$ cat config.mk
export PLATFORM = sky130hd
export DESIGN_NAME = multicycle_controller
export DESIGN_NICKNAME = d
export VERILOG_FILES = /design/src/rtl/multicycle_controller.sv
export SDC_FILE = /design/constraint.sdc
export NUM_CORES = 1
export LEC_CHECK = 0
export ABC_CLOCK_PERIOD_IN_PS = 2700
export BUFFER_PORTS_ARGS = -buffer_cell sky130_fd_sc_hd__buf_2
export CORE_AREA = 3 3 54 56
export DETAILED_ROUTE_END_ITERATION = 8
export DIE_AREA = 0 0 57 59
export PLACE_DENSITY = 0.76
export SYNTH_ARGS = -nofsm -noshare
export SYNTH_HDL_FRONTEND = slang
export SYNTH_SLANG_ARGS = --single-unit
$ cat constraint.sdc
create_clock -name clk -period 2.7 [get_ports clk]
set_input_delay 0 -clock clk [delete_from_list [all_inputs] [get_ports clk]]
set_output_delay 0 -clock clk [all_outputs]
set_load 0.02 [all_outputs]
$ cat src/rtl/multicycle_controller.sv
// Control FSM for the multi-cycle RISC-V core: sequences each instruction over a
// shared memory port and ALU, driving datapath selects and write strobes.
module multicycle_controller #(
  parameter bit ENABLE_JALR   = 1'b1,
  parameter bit ENABLE_LUI    = 1'b1,
  parameter bit MEM_HANDSHAKE = 1'b1
) (
  input  logic       clk,
  input  logic       rst,
  input  logic [6:0] Op,
  input  logic [2:0] Funct3,
  input  logic       Zero,
  input  logic       MemReady,
  output logic       MemReq,
  output logic       MemWrite,
  output logic       IRWrite,
  output logic       PCWrite,
  output logic       RegWrite,
  output logic       AdrSrc,
  output logic [1:0] ResultSrc,
  output logic [1:0] ALUSrcA,
  output logic [1:0] ALUSrcB,
  output logic [2:0] ImmSrc,
  output logic [1:0] ALUOp,
  output logic       Illegal,
  output logic [3:0] State
);

  localparam logic [6:0] OP_R     = 7'b0110011;
  localparam logic [6:0] OP_I     = 7'b0010011;
  localparam logic [6:0] OP_LOAD  = 7'b0000011;
  localparam logic [6:0] OP_STORE = 7'b0100011;
  localparam logic [6:0] OP_BR    = 7'b1100011;
  localparam logic [6:0] OP_JAL   = 7'b1101111;
  localparam logic [6:0] OP_JALR  = 7'b1100111;
  localparam logic [6:0] OP_LUI   = 7'b0110111;

  typedef enum logic [3:0] {
    S_FETCH    = 4'd0,
    S_DECODE   = 4'd1,
    S_MEMADR   = 4'd2,
    S_MEMREAD  = 4'd3,
    S_MEMWB    = 4'd4,
    S_MEMWRITE = 4'd5,
    S_EXECR    = 4'd6,
    S_EXECI    = 4'd7,
    S_ALUWB    = 4'd8,
    S_BRANCH   = 4'd9,
    S_JAL      = 4'd10,
    S_EXECJALR = 4'd11,
    S_LUI      = 4'd12,
    S_TRAP     = 4'd13
  } state_t;

  typedef struct packed {
    logic       mem_req;
    logic       mem_write;
    logic       ir_on_ready;
    logic       pcu_on_ready;
    logic       pc_update;
    logic       branch;
    logic       reg_write;
    logic       adr_src;
    logic [1:0] result_src;
    logic [1:0] alu_src_a;
    logic [1:0] alu_src_b;
    logic [1:0] alu_op;
    logic       illegal;
  } ctrl_t;

  state_t state_q, state_d;
  ctrl_t  ctrl_q, ctrl_d;
  logic   mem_ready_eff;
  logic   mem_done;
  logic   unused_funct3;

  assign unused_funct3 = ^Funct3[2:1];

  // Per-state control word; anything not set here stays 0.
  function automatic ctrl_t ctrl_for(input state_t s);
    ctrl_t c;
    c = '0;
    case (s)
      S_FETCH: begin
        c.mem_req      = 1'b1;
        c.ir_on_ready  = 1'b1;
        c.pcu_on_ready = 1'b1;
        c.result_src   = 2'b10;
        c.alu_src_b    = 2'b10;
      end
      S_DECODE: begin
        c.alu_src_a = 2'b01;
        c.alu_src_b = 2'b01;
      end
      S_MEMADR: begin
        c.alu_src_a = 2'b10;
        c.alu_src_b = 2'b01;
      end
      S_MEMREAD: begin
        c.mem_req = 1'b1;
        c.adr_src = 1'b1;
      end
      S_MEMWB: begin
        c.result_src = 2'b01;
        c.reg_write  = 1'b1;
      end
      S_MEMWRITE: begin
        c.mem_req   = 1'b1;
        c.mem_write = 1'b1;
        c.adr_src   = 1'b1;
      end
      S_EXECR: begin
        c.alu_src_a = 2'b10;
        c.alu_op    = 2'b10;
      end
      S_EXECI: begin
        c.alu_src_a = 2'b10;
        c.alu_src_b = 2'b01;
        c.alu_op    = 2'b10;
      end
      S_ALUWB: c.reg_write = 1'b1;
      S_BRANCH: begin
        c.alu_src_a = 2'b10;
        c.alu_op    = 2'b01;
        c.branch    = 1'b1;
      end
      S_JAL: begin
        c.alu_src_a = 2'b01;
        c.alu_src_b = 2'b10;
        c.pc_update = 1'b1;
      end
      S_EXECJALR: begin
        c.alu_src_a = 2'b10;
        c.alu_src_b = 2'b01;
      end
      S_LUI: begin
        c.alu_src_a = 2'b11;
        c.alu_src_b = 2'b01;
      end
      S_TRAP: c.illegal = 1'b1;
      default: c.illegal = 1'b1;
    endcase
    return c;
  endfunction

  // Memory handshake: an access is in flight while MemReq=1 and completes in the
  // cycle MemReady=1; until then the state and all strobes are held unchanged.
  assign mem_ready_eff = MEM_HANDSHAKE ? MemReady : 1'b1;
  // ctrl_q.mem_req stays 0 for the first cycle after reset, so FETCH cannot
  // complete before the memory request is actually visible.
  assign mem_done = mem_ready_eff & ctrl_q.mem_req;

  always_comb begin
    state_d = state_q;
    case (state_q)
      S_FETCH: if (mem_done) state_d = S_DECODE;
      S_DECODE: begin
        case (Op)
          OP_LOAD, OP_STORE: state_d = S_MEMADR;
          OP_R:              state_d = S_EXECR;
          OP_I:              state_d = S_EXECI;
          OP_BR:             state_d = S_BRANCH;
          OP_JAL:            state_d = S_JAL;
          OP_JALR:           state_d = ENABLE_JALR ? S_EXECJALR : S_TRAP;
          OP_LUI:            state_d = ENABLE_LUI ? S_LUI : S_TRAP;
          default:           state_d = S_TRAP;
        endcase
      end
      S_MEMADR:   state_d = (Op == OP_STORE) ? S_MEMWRITE : S_MEMREAD;
      S_MEMREAD:  if (mem_done) state_d = S_MEMWB;
      S_MEMWB:    state_d = S_FETCH;
      S_MEMWRITE: if (mem_done) state_d = S_FETCH;
      S_EXECR:    state_d = S_ALUWB;
      S_EXECI:    state_d = S_ALUWB;
      S_ALUWB:    state_d = S_FETCH;
      S_BRANCH:   state_d = S_FETCH;
      S_JAL:      state_d = S_ALUWB;
      S_EXECJALR: state_d = S_JAL;
      S_LUI:      state_d = S_ALUWB;
      S_TRAP:     state_d = S_TRAP;
      default:    state_d = S_TRAP;
    endcase
    ctrl_d = ctrl_for(state_d);
  end

  // Reset clears every strobe at once but leaves the FETCH selects on the bus.
  always_ff @(posedge clk or negedge rst) begin
    if (!rst) begin
      state_q             <= S_FETCH;
      ctrl_q              <= '0;
      ctrl_q.result_src   <= 2'b10;
      ctrl_q.alu_src_b    <= 2'b10;
    end else begin
      state_q <= state_d;
      ctrl_q  <= ctrl_d;
    end
  end

  always_comb begin
    case (Op)
      OP_STORE: ImmSrc = 3'b001;
      OP_BR:    ImmSrc = 3'b010;
      OP_JAL:   ImmSrc = 3'b011;
      OP_LUI:   ImmSrc = 3'b100;
      default:  ImmSrc = 3'b000;
    endcase
  end

  assign MemReq    = ctrl_q.mem_req;
  assign MemWrite  = ctrl_q.mem_write;
  assign IRWrite   = ctrl_q.ir_on_ready & mem_ready_eff;
  assign PCWrite   = (ctrl_q.pcu_on_ready & mem_ready_eff) | ctrl_q.pc_update |
                     (ctrl_q.branch & (Zero ^ Funct3[0]));
  assign RegWrite  = ctrl_q.reg_write;
  assign AdrSrc    = ctrl_q.adr_src;
  assign ResultSrc = ctrl_q.result_src;
  assign ALUSrcA   = ctrl_q.alu_src_a;
  assign ALUSrcB   = ctrl_q.alu_src_b;
  assign ALUOp     = ctrl_q.alu_op;
  assign Illegal   = ctrl_q.illegal;
  assign State     = state_q;

endmodule

== Yosys cells after proc, flatten, opt, wreduce, memory -nomap -nowiden ==
Cells that the tools add are included.

* Memories kept: 0
* Flip-flop bits (word level): 21
* Latch bits: 0
* Word-level logic and storage cells: 86
* ROM bits: 0
* Bits in writable memories: 0

* $lt $le $gt $ge: 0
* Reductions and logical operators: 14
* $mul: 0
* Add/subtract/negate cells: 0
* Muxes and demuxes: 19
* Shifts and indexed selects: 0
* Equality and inequality tests: 32
* Bitwise logic cells: 7
* Div/mod/pow operators: 0

{| class="wikitable"
|+ Operators by type and width
! kind !! count
|-
| $eq A4 B4 Y1 const B || 10
|-
| $eq A4 B3 Y1 const B || 8
|-
| $pmux W4 S8 || 1
|-
| $pmux W4 S7 || 1
|-
| $eq A7 B6 Y1 const B || 3
|-
| $eq A7 B7 Y1 const B || 3
|-
| $eq A4 B2 Y1 const B || 4
|-
| $reduce_or A13 Y1 || 1
|-
| $mux W4 || 3
|-
| $pmux W2 S2 || 3
|-
| $pmux W3 S4 || 1
|-
| $reduce_or A2 Y1 || 6
|-
| $reduce_or A5 Y1 || 2
|-
| $eq A4 B1 Y1 const B || 2
|-
| $logic_not A4 Y1 || 2
|-
| $eq A7 B2 Y1 const B || 1
|-
| $eq A7 B5 Y1 const B || 1
|-
| $mux W1 || 7
|-
| $pmux W2 S3 || 1
|-
| $reduce_or A3 Y1 || 2
|-
| $and A1 B1 Y1 || 4
|-
| $reduce_or A4 Y1 || 1
|-
| $mux W3 || 1
|-
| $mux W2 || 1
|-
| 2 further kinds || 3
|}

== Longest topological paths before layout ==
* Depth after elaboration: 7
* Depth in mapped cells: 8
* Gate-level depth less buffers: 7

== Worst setup path before layout ==
No wires, ideal clock.

* Path type: flip-flop to flip-flop
* Start point: register state_q[3] (netlist: State[3])
* End point: register ctrl_q (netlist bit ALUSrcB[0])
* Buffers on the path: 2
* Required time: 2,614 ps
* Cell stages (with the launch flop): 9
* Clock period less this slack: 2,113 ps
* Arrival time: 2,027 ps
* Setup slack: 587 ps
* Library setup time: 86 ps
* Cells stage by stage: dfrtp_1 buf_6 nor4b_4 o2111a_1 nand4b_4 nand2b_4 buf_6 mux2_4 o221ai_2

{| class="wikitable"
|+ RTL lines
! what !! line !! RTL
|-
| start: declaration || 71 || <nowiki>state_t state_q, state_d;</nowiki>
|-
| start signal: assignment || 194 || <nowiki>state_q <= state_d;</nowiki>
|-
| end signal: assignment || 195 || <nowiki>ctrl_q <= ctrl_d;</nowiki>
|-
| end: declaration || 72 || <nowiki>ctrl_t ctrl_q, ctrl_d;</nowiki>
|}

==> impl_metrics.tcl <==
set metrics [dict create \
    io_buffer_count 33 \
    pwr_density_cell_nw_per_um2 1010 \
    hpwl_mm 1.88 \
    final-max-slew-violation-count 0 \
    finalCriticalPeriod_ns 2.16 \
    cts-buffers-inserted 3 \
    synth-seq-area-share 0.401 \
    worst_skew_pair.late_latency_ns 0.30 \
    syn-instance-count 121 \
    finalSetupTns_ns 0 \
    cp-startpoint "State[3]" \
    dp_cells 170 \
    wl_per_cell_um 14.4 \
    ios 36 \
    avgViaCountPerCell 5.56 \
    antenna_violations_before_repair 0 \
    synthesis.nets 135 \
    synthTopCellsByArea "sky130_fd_sc_hd__dfrtp_1, sky130_fd_sc_hd__buf_4, sky130_fd_sc_hd__dfstp_2, sky130_fd_sc_hd__buf_6, sky130_fd_sc_hd__xor2_1" \
    first_pass_iters 4 \
    grt.total_usage 0.160 \
    path_clk_slew_ns 0.12 \
    grt_start_max_net_pins 21 \
    drt_iter0_markers 13 \
    leading_cell_type_by_number_of_instances_after_synthesis "sky130_fd_sc_hd__dfrtp_1" \
    std_cell_rows 18 \
    drc 0 \
    post_route_cells_drive_above_1_share 0.359 \
    clock_tree.root_cell "sky130_fd_sc_hd__clkbuf_4" \
    crit_arrival_ns 2.39 \
    number_of_global_route_vias_before_repair 946 \
    die-height_um 59 \
    cts_repair_resize_count 0 \
    path_max_fanout 10 \
    start_util 0.507 \
    crit_path_end_kind "flip-flop" \
    synthesis.yosys.warnings 0 \
    synthDistinctLibCells 44 \
    avgSynthCellArea_um2 10.4 \
    syn-cell-area_um2 1250 \
    cts_post_setup_buffers_inserted 0 \
    global_route_wire_length_before_repair_mm 4.23 \
    layout-area-overhead-vs-synth_pct 12.1 \
    dominantRegCellSynth "sky130_fd_sc_hd__dfrtp_1" \
    die_w_um 57 \
    cts_tree "built" \
    cts_num_sinks 20 \
    synth_async_sr_flop_share 1.00 \
    outcome "completed" \
    design.die.area_um2 3360 \
    ir_drop_mv 0.795 \
    netlist.top_cell.by_area "sky130_fd_sc_hd__dfrtp_1" \
    final_cells 175 \
    max_clock_freq_ghz 0.462 \
    n_antenna_cell 0 \
    timing.rr.start "State[3]" \
    gp_routability_congestion 0.757 \
    power_leakage_nw 0.715 \
    yosys.area.top_type_share 0.359 \
    cts_max_path_buffers 2 \
    cts.hold.buffers_added 1 \
    setup.worst_path.start_class "flip-flop" \
    globalRouteOverflowTotal 0 \
    finalHoldViolCount 0 \
    core_area_um2 2480 \
    vias 973 \
    worstPathRequired_ns 2.93 \
    timing.setup.critical_path_class "flip-flop to flip-flop" \
    timing.slew.headroom 0.715 \
    setup_repair_after_global_routing_missed_its_margin "no" \
    max-cap-violations 0 \
    timing.final.crit_share 0.802 \
    synth_seq_cells 20 \
    clock_tree.htree_level_count 1 \
    clock-skew-final_ns 0.00337 \
    setup-violations-final 0 \
    wirelength_mm 2.52 \
    synth.cells.most_frequent "sky130_fd_sc_hd__dfrtp_1, sky130_fd_sc_hd__buf_4, sky130_fd_sc_hd__nor2_1" \
    num-nets-final 160 \
    core_util_final 0.568 \
    min-delay-path-class "input pin to async pin" \
    tightest_slew_ns 0.427 \
    synth_edf_count 0 \
    antenna_violating_nets_post_route 0 \
]
per-stage QoR:
| stage | total power, mW | cell area [µm²] | hold WS (ns) | setup WS, ns |
|---|---|---|---|---|
| CTS | 1.42 | 1410 | 0.158 | 0.554 |
| floorplan | 1.07 | 1250 | -0.296 | 0.587 |
| finish | 1.41 | 1410 | 0.151 | 0.535 |
| global placement | 1.16 | 1340 | -0.0454 | 0.598 |
| global route | 1.52 | 1410 | 0.169 | 0.412 |
| detailed placement | 1.17 | 1340 | -0.0313 | 0.589 |
metal layers:
layer  track usage  part of all wire
met4        0.0364            0.0040
met1         0.211              0.45
met2         0.263              0.50
met5             0                 0
met3        0.0458             0.047
state kept, by name, indices dropped and copies added (netlist names):
| register | count |
|---|---|
| ResultSrc | 2 |
| Illegal | 1 |
| ALUOp | 2 |
| ALUSrcB | 2 |
| State | 4 |
| ALUSrcA | 2 |
| RegWrite | 1 |
| ctrl_q | 3 |
| MemWrite | 1 |
| AdrSrc | 1 |
| MemReq | 1 |
logic make-up (layout without fill, tap and decap cells):
| logic type | Yosys count | after routing | synth area share |
|---|---|---|---|
| adders and majority gates | 1 | 1 | 0.00897 |
| and+or+nand+nor | 49 | 49 | 0.274 |
| muxes | 2 | 2 | 0.0199 |
| DFF | 20 | 20 | 0.401 |
| xor gates and xnor gates | 7 | 7 | 0.0489 |
| buffers and inverters | 21 | 45 | 0.115 |
| AOI/OAI and AO/OA | 21 | 21 | 0.133 |
area by class of cell:
type / count / area, µm²
Fill cell: 230 / 1070
Timing Repair Buffer: 35 / 183
Inverter: 6 / 22.5
Clock buffer: 3 / 22.5
Multi-Input combinational cell: 80 / 608
Tap cell: 30 / 37.5
Sequential cell: 20 / 503
Clock inverter: 1 / 30.0
cells in the final DEF (no fill, tap or decap), drive strengths merged, types with 2 or more instances in the layout:
cell type  Yosys  routed
buf           14      34
dfrtp         18      18
nor2           8       8
inv            6       6
nand3          5       5
nand2          5       5
xor2           4       4
nor3           4       4
o21ai          4       4
nand2b         4       4
a21oi          4       4
nor2b          3       3
xnor2          3       3
o211ai         3       3
and2           3       3
clkbuf         1       3
nor4b          3       3
dfstp          2       2
and3b          2       2
o221ai         2       2
and3           2       2
nand4          2       2
and4b          2       2
a21boi         2       2
a211o          2       2
nand4b         2       2
worst paths after layout:
check                          endpoint  slack (ns)  depth (start not counted)
min in group clk             ALUSrcA[1]        0.20                          3
max reg2reg                  ALUSrcB[0]        0.54                          6
min reg2reg                      MemReq        0.82                          2
max                          ALUSrcB[0]        0.54                          6
min                            State[2]        0.15                          2
max in group asynchronous  ResultSrc[1]        2.22                          2
worst max-delay path, stage by stage, from the launching register on:
cell	delay [ns]
sky130_fd_sc_hd__dfrtp_1	0.54
sky130_fd_sc_hd__nor4b_4	0.43
sky130_fd_sc_hd__o2111a_1	0.28
sky130_fd_sc_hd__nand4b_4	0.19
sky130_fd_sc_hd__nand2b_4	0.19
sky130_fd_sc_hd__mux2_4	0.31
sky130_fd_sc_hd__o221ai_2	0.15
power by group:
group | switching [mW] | leakage, nW | internal (mW) | total (mW)
clock network | 0.0948 | 0.0279 | 0.150 | 0.245
logic | 0.411 | 0.427 | 0.273 | 0.685
registers | 0.0802 | 0.260 | 0.404 | 0.485
No activity file was read; power rests on OpenSTA's default activity.
